===== config.mk =====
export PLATFORM = sky130hd
export DESIGN_NAME = sfx_sequencer
export DESIGN_NICKNAME = d
export VERILOG_FILES = /design/src/rtl/sfx_sequencer.sv
export SDC_FILE = /design/constraint.sdc
export NUM_CORES = 1
export LEC_CHECK = 0
export CAP_MARGIN = 20
export CORE_MARGIN = 10
export CORE_UTILIZATION = 58
export DETAILED_ROUTE_END_ITERATION = 8
export GPL_TIMING_DRIVEN = 0
export PLACE_DENSITY_LB_ADDON = 0.05
export RECOVER_POWER = 100
export SYNTH_ARGS = -nofsm -noshare
export SYNTH_HDL_FRONTEND = slang
export SYNTH_SLANG_ARGS = --single-unit

===== constraint.sdc =====
create_clock -name clk -period 4.2 [get_ports clk]
set_clock_uncertainty 0.1 [all_clocks]
set_input_delay 0.63 -clock clk [delete_from_list [all_inputs] [get_ports clk]]
set_output_delay 0.63 -clock clk [all_outputs]
set_load 0.005 [all_outputs]

===== src/rtl/sfx_sequencer.sv =====
// Event-driven sound-effect sequencer: picks the highest-priority game event and plays its melody.
// Optional build macro SFX_LOSE_LOOP_EN: the lose melody repeats until reset instead of playing once.
module sfx_sequencer #(
   parameter int unsigned NOTE_TICKS = 5_000_000,
   parameter int unsigned GAP_TICKS  = 500_000
) (
   input  logic        clk,
   input  logic        reset,
   input  logic        ev_key,
   input  logic        ev_land,
   input  logic        ev_row,
   input  logic        ev_lose,
   output logic [19:0] freq,
   output logic        write_en,
   output logic        busy,
   output logic [1:0]  sfx_id
);

   localparam int unsigned FREQ_W    = 20;
   localparam int unsigned MAX_TICKS = (NOTE_TICKS > GAP_TICKS) ? NOTE_TICKS : GAP_TICKS;
   localparam int unsigned CNT_W     = $clog2(MAX_TICKS);
   localparam logic [CNT_W-1:0] NOTE_LAST = CNT_W'(NOTE_TICKS - 1);
   localparam logic [CNT_W-1:0] GAP_LAST  = CNT_W'(GAP_TICKS - 1);

   typedef enum logic [1:0] {S_IDLE, S_NOTE, S_GAP} state_t;

   state_t              state, state_d;
   logic [CNT_W-1:0]    cnt, cnt_d;
   logic [1:0]          idx, idx_d;
   logic [1:0]          id_d;
   logic [3:0]          ev_q, ev_prev, trig;
   logic                trig_any, preempt, has_next, loop_last;
   logic [1:0]          trig_id;
   logic [FREQ_W-1:0]   freq_d;
   logic                write_en_d, busy_d;

   // Melody ROM of half-periods; a zero entry terminates the melody.
   function automatic logic [FREQ_W-1:0] rom_note(input logic [1:0] id, input logic [1:0] n);
      case ({id, n})
         4'b00_00: rom_note = 20'd56818;
         4'b01_00: rom_note = 20'd113636;
         4'b01_01: rom_note = 20'd75843;
         4'b10_00: rom_note = 20'd47778;
         4'b10_01: rom_note = 20'd37922;
         4'b10_10: rom_note = 20'd31888;
         4'b11_00: rom_note = 20'd75843;
         4'b11_01: rom_note = 20'd95602;
         4'b11_10: rom_note = 20'd113636;
         4'b11_11: rom_note = 20'd151515;
         default:  rom_note = '0;
      endcase
   endfunction

   // Rising-edge detect on the registered events, then fixed priority lose > row > land > key.
   always_comb begin
      trig     = ev_q & ~ev_prev;
      trig_any = |trig;
      if (trig[3])      trig_id = 2'd3;
      else if (trig[2]) trig_id = 2'd2;
      else if (trig[1]) trig_id = 2'd1;
      else              trig_id = 2'd0;
      preempt  = trig_any && (trig_id > sfx_id);
      has_next = (idx != 2'd3) && (rom_note(sfx_id, 2'(idx + 2'd1)) != '0);
`ifdef SFX_LOSE_LOOP_EN
      loop_last = (sfx_id == 2'd3);
`else
      loop_last = 1'b0;
`endif
   end

   always_ff @(posedge clk or negedge reset) begin
      if (!reset) begin
         state    <= S_IDLE;
         cnt      <= '0;
         idx      <= '0;
         ev_q     <= '0;
         ev_prev  <= '0;
         freq     <= '0;
         write_en <= 1'b0;
         busy     <= 1'b0;
         sfx_id   <= '0;
      end else begin
         state    <= state_d;
         cnt      <= cnt_d;
         idx      <= idx_d;
         ev_q     <= {ev_lose, ev_row, ev_land, ev_key};
         ev_prev  <= ev_q;
         freq     <= freq_d;
         write_en <= write_en_d;
         busy     <= busy_d;
         sfx_id   <= id_d;
      end
   end

   always_comb begin
      state_d = state;
      cnt_d   = cnt;
      idx_d   = idx;
      id_d    = sfx_id;
      case (state)
         S_IDLE: begin
            if (trig_any) begin
               state_d = S_NOTE;
               id_d    = trig_id;
               idx_d   = '0;
               cnt_d   = '0;
            end
         end
         S_NOTE: begin
            if (preempt) begin
               id_d  = trig_id;
               idx_d = '0;
               cnt_d = '0;
            end else if (cnt == NOTE_LAST) begin
               cnt_d = '0;
               if (has_next || loop_last) begin
                  state_d = S_GAP;
               end else if (trig_any) begin
                  // Finishing melody: any trigger starts immediately, no idle cycle.
                  id_d  = trig_id;
                  idx_d = '0;
               end else begin
                  state_d = S_IDLE;
               end
            end else begin
               cnt_d = CNT_W'(cnt + 1'b1);
            end
         end
         S_GAP: begin
            if (preempt) begin
               state_d = S_NOTE;
               id_d    = trig_id;
               idx_d   = '0;
               cnt_d   = '0;
            end else if (cnt == GAP_LAST) begin
               state_d = S_NOTE;
               idx_d   = 2'(idx + 2'd1);
               cnt_d   = '0;
            end else begin
               cnt_d = CNT_W'(cnt + 1'b1);
            end
         end
         default: state_d = S_IDLE;
      endcase
   end

   // Next output values; the gap keeps the last note's half-period on freq.
   always_comb begin
      freq_d     = '0;
      write_en_d = (state_d == S_NOTE);
      busy_d     = (state_d != S_IDLE);
      case (state_d)
         S_NOTE:  freq_d = rom_note(id_d, idx_d);
         S_GAP:   freq_d = freq;
         default: freq_d = '0;
      endcase
   end

endmodule


After elaboration in Yosys (flattened, before gate mapping)
Memories as Yosys holds them, arrays and structs flattened.
Index checks and enable logic that the tools add are counted.
- register bits after elaboration: 59
- ROM bits: 576
- bits of input ports: 6
- memories: 2
- memories (name ; words ; width ; rd ports ; clocked after Yosys merged registers in ; write ports ; line ; source):
    (name not given) ; 16 ; 18 ; 1 ; 0 ; 0 ; 39 ; case ({id, n})
    (name not given) ; 16 ; 18 ; 1 ; 0 ; 0 ; 39 ;
- $add $sub $neg: 2
- order comparisons: 1
- eq/ne operators: 8
- multiplexer cells: 31
- bitwise gates (word level): 2
- reduce and logical (&&, ||, !) cells: 8
- operators with widths (kind ; count):
    2-to-1 mux 23 bit ; 5
    case mux 23 bit (3 select lines) ; 1
    2-to-1 mux 2 bit ; 20
    case mux 20 bit (2 select lines) ; 1
    adder 23 x 1 -> 23 bit, second input constant ; 1
    == test 23 x 19 -> 1 bit, second input constant ; 1
    == test 23 bit, second input constant ; 1
    nonzero test 20 bit ; 1
    case mux 2 bit (3 select lines) ; 3
    bitwise AND 4 bit ; 1
    == test 2 x 1 -> 1 bit, second input constant ; 2
    == test 2 bit, second input constant ; 2
    != test 2 bit, second input constant ; 2
    inverter 4 bit ; 1
    OR reduction 4 bit ; 1
    nonzero test 3 bit ; 1
    adder 2 x 1 -> 2 bit, second input constant ; 1
    greater-than comparator 2 bit ; 1
    logical AND 1 bit ; 2
    zero test 2 bit ; 1
    AND reduction 2 bit ; 1
    nonzero test 2 bit ; 1
    2-to-1 mux 1 bit ; 1

Depth between registers and ports, before layout
Gate-level depths: netlist of run 1.
An unclocked memory read counts as a cell.
- word-level depth: 12
- gate-level depth with buffers: 16
- gate-level depth less buffers: 16

Worst setup path before layout of run 1
Ideal clock, no wire load.
- kind: reg2reg
- start: register idx[0]
- end: register freq[0]
- arrival: 3.115 ns
- data required time: 3.979 ns
- setup slack: 0.864 ns
- stages on the path, launching flop included: 12
- buffers on the path: 0
- period minus slack after synthesis: 3.336 ns
- cells stage by stage: dfrtp_1 inv_1 ha_1 nor4b_2 a41oi_1 a2111oi_4 o22ai_1 o21ai_1 nand2_1 ha_1 mux2_1 a22o_1
- longest elaborated chain between the ends: 10
- RTL lines (element ; line ; source):
    from (decl) ; 29 ; logic [1:0] idx, idx_d;
    from (signal assigned) ; 85 ; idx <= idx_d;
    adder 2 x 1 -> 2 bit ; 63, 137 ;
    memory read (16 x 18 bit) ; n/a ;
    nonzero test 20 bit ; 63 ; has_next = (idx != 2'd3) && (rom_note(sfx_id, 2'(idx + 2'd1)) != '0);
    logical AND 1 bit ; 63 ;
    2-to-1 mux 2 bit ; 116 ; if (has_next || loop_last) begin
    2-to-1 mux 2 bit ; 114 ; end else if (cnt == NOTE_LAST) begin
    2-to-1 mux 2 bit ; 110 ; if (preempt) begin
    case mux 2 bit (3 select lines) ; 100 ; case (state)
    memory read (16 x 18 bit), or another cell as far along ; n/a ;
    case mux 20 bit (2 select lines) ; 152 ; case (state_d)
    to (signal assigned) ; 88 ; freq <= freq_d;
    to (decl) ; 13 ; output logic [19:0] freq,
Several ways; a longest one is shown, not always the timed one. The select of a mux whose other input is x is not followed.
A chain may end at the register's enable or synchronous reset.

Worst setup path after layout of run 1
- start: register ev_prev[1]
- end: register freq[0]
- longest elaborated chain between the ends: 12
- RTL lines (element ; line ; source):
    from (decl) ; 31 ; logic [3:0] ev_q, ev_prev, trig;
    from (signal assigned) ; 87 ; ev_prev <= ev_q;
    inverter 4 bit (*) ; 56 ; trig = ev_q & ~ev_prev;
    bitwise AND 4 bit (*) ; 56 ;
    2-to-1 mux 1 bit ; 60 ; else if (trig[1]) trig_id = 2'd1;
    2-to-1 mux 2 bit ; 59 ; else if (trig[2]) trig_id = 2'd2;
    2-to-1 mux 2 bit ; 58 ; if (trig[3]) trig_id = 2'd3;
    2-to-1 mux 2 bit ; 102, 118 ;
    2-to-1 mux 2 bit ; 116 ;
    2-to-1 mux 2 bit ; 114 ;
    2-to-1 mux 2 bit ; 110 ;
    case mux 2 bit (3 select lines) ; 100 ;
    memory read (16 x 18 bit) ; n/a ;
    case mux 20 bit (2 select lines) ; 152 ;
Every way passes the cells marked *; elsewhere a longest branch is shown, timed or not. The select of a mux whose other input is x is not followed.

==> flow_summary.ini, run 1 <==
[grt]
grt_max_degree = 41
grt_pass1_wl_mm = 12.4
globalRouteOverflowTotal = 0
antenna_found_initial = 0
grt_pass1_vias = 2542
grtUsageTotal = 0.165

[layout]
n_antenna_cell = 0
drive_above_1_share = 0.0769
nNetsFinal = 414
final_util = 0.686
area_delta_synth_final_pct = 14.0

[drt]
routedWlPerCell_microns = 16.2
postRouteAntennaNets = 0
wl_mm = 7.48
first_pass_iters = 5
drc_errors = 0
vias = 2813
drt_iter0_drc = 170
via_per_inst = 6.09

[clock_tree]
path_clk_slew_ps = 90
htreeDepth = 2
post_cts_buffers = 0
clkLatencyLatePin_ps = 310
cts_hold_buf = 0
cts.sinks = 55
ctsResizeCount = 0
clk_path_buf_depth = 2
cts_tree = built
cts-root-buf = clkbuf_8
cts-buffers-inserted = 5

[floorplanning]
rows = 27
start_util = 0.602
ioPinCount = 30
die_h_microns = 95.8
die_w_microns = 95.8
die_area_sq_mm = 0.00918
coreArea_sq_mm = 0.00554

[yosys]
synthFlopType = dfrtp_1
synthArstFlopShare = 1.00
yosys_warnings = 0
synthCells = 353
synth-seq-cells = 55
synth_edf_count = 0
synthDistinctLibCells = 66
syn_area_sq_mm = 0.00334
synth_seq_area_share = 0.413
syn_area_per_cell_sq_um = 9.45

[setup_path]
crit_family = compound AO/OA/AOI/OAI gates
critPathArrivalTime_ps = 3930
critPathKind = flip-flop to flip-flop
crit_chain = nor2b_1 > a21o_1 > inv_1 > ha_1 > nand2_1 > o21ai_1 > o21ai_1 > o21ai_0 > o21ai_1 > nand2_1 > ha_1 > mux2_1 > a22o_1
slowest_delay_ps = 400
crit_buf_inv = 1
end_kind = flip-flop
startpoint_type = flip-flop
required_ps = 4300
cp_max_fo = 7
cpMostUsedCell = o21ai_1
cp_slowest_cell = ha_1

[placement]
place_ws_ps = 435
dp_hpwl_mm = 5.49
io_buffers = 27
routabilityCongestion = 0.913

[timing]
slew_headroom = -0.415
fin_tns_setup_ps = 0
finalHoldViolCount = 0
max_freq_mhz = 261
fin_ws_ps = 370
slew_viol_final = 41
rsz0062_at_grt = false
post-route-period-util = 0.912
min_period_ps = 3830
worstMarginPinSlew_ps = 2120
final-setup-viol-count = 0

[run_status]
status = finished with violations
violations = capacitance limit, slew limit

[power]
leakagePower_nw = 1.67
ir_drop_mv = 0.327
power.density_mw_per_mm2 = 534

[worst_hold_path]
worstHoldPathType = flip-flop to flip-flop

[job]
max-cap-violations = 1
==> worst register-to-register path, delay by kind of cell (launching register included) <==
kind,cells,cell delay [ps]
compound gates,6,1430
fa+ha+maj,2,680
buf+inv,1,80
flops,1,380
mux,1,310
simple gates,3,740
==> cell families (layout without fill, tap and decap cells) <==
kind of cell	count (synthesis)	count (layout)	synth area share
fa+ha+maj	19	19	0.0713
other cells	1	2	0.00112
flops	55	55	0.413
mux	4	4	0.0128
buf+inv	34	70	0.0450
xor+xnor	13	13	0.0341
simple gates	124	124	0.203
compound gates	103	103	0.220
==> cell type report <==
class	count	area [sq um]
Clock buffer	6	82.6
Timing Repair Buffer	28	268
Tap cell	72	90.1
Clock inverter	2	35.0
Fill cell	461	1740
Buffer	15	78.8
Multi-Input combinational cell	265	1800
Inverter	19	71.3
Sequential cell	55	1380
==> layer usage <==
metal / up-vias / share of wire / track usage
met4: 0 / 0.011 / 0.0504
met1: 1360 / 0.47 / 0.238
li1: 1343 / - / -
met5: - / 0 / 0
met3: 8 / 0.077 / 0.0467
met2: 102 / 0.44 / 0.234
==> power by group <==
group / leakage (nW) / switching (mW) / internal (mW)
logic: 0.894 / 0.572 / 0.403
registers: 0.718 / 0.0628 / 0.631
clock network: 0.0612 / 0.168 / 0.193
==> final timing paths <==
| path | startpoint | endpoint | slack [ps] | depth (start not counted) |
|---|---|---|---|---|
| setup reg to reg | ev_prev[1]$_DFF_PN0_ | freq[0]$_DFFE_PN0P_ | 370 | 13 |
| hold / removal | ev_q[1]$_DFF_PN0_ | ev_prev[1]$_DFF_PN0_ | 270 | 0 |
| min in group asynchronous | reset | cnt[3]$_DFFE_PN0P_ | 290 | 1 |
| setup / recovery | ev_prev[1]$_DFF_PN0_ | freq[0]$_DFFE_PN0P_ | 370 | 13 |
| max in group asynchronous | reset | freq[5]$_DFFE_PN0P_ | 1240 | 2 |
| hold reg to reg | ev_q[1]$_DFF_PN0_ | ev_prev[1]$_DFF_PN0_ | 270 | 0 |
==> per-stage QoR <==
stage	cell area (sq um)	total power [mW]	hold slack, ps	std cells
2_1_floorplan	3340	1.37	234	354
3_3_place_gp	3700	1.72	254	453
3_5_place_dp	3710	1.73	253	454
4_1_cts	3830	2.10	136	462
5_1_grt	3800	2.19	282	462
6_report	3800	2.03	274	462
==> state kept, by name, summed over array words and instances (netlist names), 2 cells and up <==
| register | count |
|---|---|
| ev_prev | 4 |
| cnt | 23 |
| state | 2 |
| ev_q | 4 |
| idx | 2 |
| freq | 16 |
| sfx_id | 2 |
==> synthesized netlist by cell type, types with 2 or more instances <==
cell type,instances,share of area
nand2_1,33,0.037
and3_1,4,0.0075
a211oi_2,2,0.0075
o22ai_1,3,0.0056
nor3_1,6,0.0090
mux2_1,2,0.0068
or3_1,3,0.0056
dfrtp_1,55,0.41
nor2_1,28,0.032
a21oi_1,16,0.024
a21o_1,3,0.0068
a22o_1,5,0.013
buf_2,3,0.0045
mux2i_1,2,0.0060
o21ai_1,17,0.026
nand4_1,7,0.013
ha_1,19,0.071
a32o_1,2,0.0060
a31oi_1,4,0.0075
a221o_1,4,0.012
clkbuf_1,6,0.0068
buf_4,5,0.011
nor2b_1,6,0.011
o211ai_1,3,0.0068
a21boi_0,2,0.0045
inv_2,3,0.0034
o41ai_1,2,0.0053
o21ai_0,16,0.024
nor4_1,4,0.0075
xor2_1,8,0.021
nand2b_1,6,0.011
o31ai_1,8,0.018
o21a_1,2,0.0045
a2111oi_0,2,0.0053
xnor2_1,5,0.013
inv_1,16,0.018
nand3_1,12,0.018
==> placed cells by master, fill, tap and decap left out, types with 4 or more instances in the layout <==
cell	netlist	final
o21ai_1	17	5
nor2_1	28	28
o211ai_1	3	4
a21oi_1	16	16
nand4_1	7	7
dlygate4sd3_1	0	26
clkbuf_8	0	6
dfrtp_1	55	55
inv_1	16	17
buf_4	5	5
xor2_1	8	8
xnor2_1	5	5
nand3_1	12	12
o31ai_1	8	8
ha_1	19	19
a22o_1	5	5
nor3_1	6	6
and3_1	4	4
nor4_1	4	4
clkbuf_1	6	8
nand2_1	33	33
a31oi_1	4	4
nand2b_1	6	7
a221o_1	4	4
o21ai_0	16	28
nor2b_1	6	6
(Power assumes the default switching activity.)
==> run 2: changes to the inputs <==
--- a/config.mk
+++ b/config.mk
@@ -8,6 +8,7 @@
 export CAP_MARGIN = 20
 export CORE_MARGIN = 10
 export CORE_UTILIZATION = 58
+export CTS_CLUSTER_DIAMETER = 200
 export DETAILED_ROUTE_END_ITERATION = 8
 export GPL_TIMING_DRIVEN = 0
 export PLACE_DENSITY_LB_ADDON = 0.05
==> constraint.sdc (replaced) <==
create_clock -name clk -period 3.86 [get_ports clk]
set_clock_uncertainty 0.1 [all_clocks]
set_input_delay 0.579 -clock clk [delete_from_list [all_inputs] [get_ports clk]]
set_output_delay 0.579 -clock clk [all_outputs]
set_load 0.02 [all_outputs]
==> run 2 against run 1 <==
  * The flow still finishes with violations (capacitance limit, slew limit)
  * Design area up 0.59%
  * Die area unchanged
  * Register-to-register slack worse by 170 ps
  * Routed wire length increased by 0.20%
  * Core utilization is 0.41 points higher
  * Worst hold slack worse by 30 ps
  * Critical path type unchanged
==> flow_summary.ini, run 2 (same netlist as run 1, synthesis figures left out) <==
[run_status]
violations = capacitance limit, slew limit
status = finished with violations

[worst_hold_path]
worstHoldPathType = primary input to asynchronous set/reset pin

[setup_path]
critPathArrivalTime_ps = 3750
worstReg2RegEnd = freq[13]$_DFFE_PN0P_
end_kind = flip-flop
required_ps = 3950
r2r-start = idx[0]$_DFF_PN0_
startpoint_type = flip-flop
cp_max_fo = 9
critPathKind = flip-flop to flip-flop
regToRegSetupSlack_ps = 200
reg2regPathDepth = 12

[grt]
use_met1 = 0.238
globalRouteOverflowTotal = 0
use_met2 = 0.234
grt_pass1_wl_mm = 12.4
grtUsageTotal = 0.165
grt_pass1_vias = 2542
grt_max_degree = 41
grt_most_used_layer = met1
antenna_found_initial = 0
grtUsageMet3 = 0.0467

[floorplanning]
rows = 27
ioPinCount = 30
die_area_sq_mm = 0.00918
start_util = 0.602
coreArea_sq_mm = 0.00554
die_w_microns = 95.8
die_h_microns = 95.8

[layout]
nNetsFinal = 415
drive_above_1_share = 0.0921
n_antenna_cell = 0
seq_area_sq_mm = 0.00138
largest_reg_flops = 23
largest_register = cnt
multi_input_area_sq_mm = 0.00182
reg_top3 = cnt: 23 flops, freq: 16 flops
final_common_cell = dfrtp_1
stdcell_area_sq_mm = 0.00382
final_cell_mix = dfrtp_1 (55), nand2_1 (32), nor2_1 (28), o21ai_0 (27), dlygate4sd3_1 (26)
area_delta_synth_final_pct = 14.7
final_util = 0.690
fillCellCount = 456

[timing]
fin_tns_setup_ps = 0
worstMarginPinSlew_ps = 2140
fin_ws_ps = 203
finalHoldViolCount = 0
slew_headroom = -0.429
min_period_ps = 3660
max_freq_mhz = 273
post-route-period-util = 0.947
final-setup-viol-count = 0
rsz0062_at_grt = false
slew_viol_final = 41

[clock_tree]
htreeDepth = 2
path_clk_slew_ps = 100
cts.sinks = 55
clk_path_buf_depth = 2
cts_tree = built
clkLatencyLatePin_ps = 310
cts_hold_buf = 0
cts-buffers-inserted = 5
cts-root-buf = clkbuf_8

[placement]
dpl-instance-area_sq_mm = 0.00371
dp_hpwl_mm = 5.49
place_ws_ps = 95.4
io_buffers = 27
routabilityCongestion = 0.913

[power]
leakagePower_nw = 1.68
ir_drop_mv = 0.422
power.density_mw_per_mm2 = 610

[drt]
vias = 2786
via_per_inst = 6.02
drt_iter0_drc = 161
postRouteAntennaNets = 0
routedWlPerCell_microns = 16.2
first_pass_iters = 4
wl_mm = 7.49
drc_errors = 0

[job]
max-cap-violations = 1
-- run 2: cell count changes in the layout (fill, tap and decap cells not counted), sizes merged --
cell / before / now
clkbuf: 14 / 15
-- run 2: area by class of cell --
| class | count | share of cell area |
|---|---|---|
| multi-input combinational | 265 | 0.475 |
| tap | 72 | 0.0236 |
| clock inverter | 2 | 0.00916 |
| sequential | 55 | 0.360 |
| buffer | 15 | 0.0206 |
| timing repair buffer | 29 | 0.0720 |
| inverter | 19 | 0.0186 |
| clock buffer | 6 | 0.0216 |
-- run 2: how the worst max path moves through the flow --
stage | to | depth (start not counted) | startpoint | slack, ps
after floorplan | freq[0]$_DFFE_PN0P_ | 11 | idx[0]$_DFF_PN0_ | 520
after global placement | freq[0]$_DFFE_PN0P_ | 11 | idx[0]$_DFF_PN0_ | 100
after detailed placement | freq[0]$_DFFE_PN0P_ | 11 | idx[0]$_DFF_PN0_ | 100
after CTS | freq[0]$_DFFE_PN0P_ | 11 | idx[0]$_DFF_PN0_ | 60
after global routing | freq[13]$_DFFE_PN0P_ | 12 | idx[0]$_DFF_PN0_ | 7
final | freq[13]$_DFFE_PN0P_ | 12 | idx[0]$_DFF_PN0_ | 200
-- run 2: critical path, stage by stage (launching register included) --
cell	delay (ps)
dfrtp_1	490
inv_1	120
ha_1	320
nor4b_2	190
a41oi_1	250
a2111oi_4	510
buf_4	190
a2111oi_0	60
a211oi_2	450
inv_2	190
a21oi_1	220
a21oi_1	80
a221o_1	360
-- run 2: layer usage --
metal	share of wire	vias to the layer above	wire length, microns
li1	-	1348	-
met2	0.44	68	3300
met3	0.064	8	476
met1	0.48	1362	3620
met4	0.012	0	89
met5	0	-	0
-- run 2: timing repair --
| item | CTS | global route |
|---|---|---|
| gates resized for setup | 0 | 4 |
| setup endpoints to repair | 0 | 14 |
| setup buffers | 0 | 1 |
-- run 2: power by group --
part	total, mW	switching (mW)	internal [mW]
sequential	0.756	0.0696	0.686
combinational	1.18	0.735	0.448
clock	0.394	0.184	0.210
-- run 2: per-stage QoR --
| stage | hold WS [ps] | instances | power (mW) |
|---|---|---|---|
| floorplan | 183 | 354 | 1.60 |
| global placement | 254 | 453 | 1.98 |
| detailed placement | 253 | 454 | 1.99 |
| CTS | 85.2 | 462 | 2.39 |
| global route | 284 | 463 | 2.50 |
| finish | 245 | 463 | 2.33 |
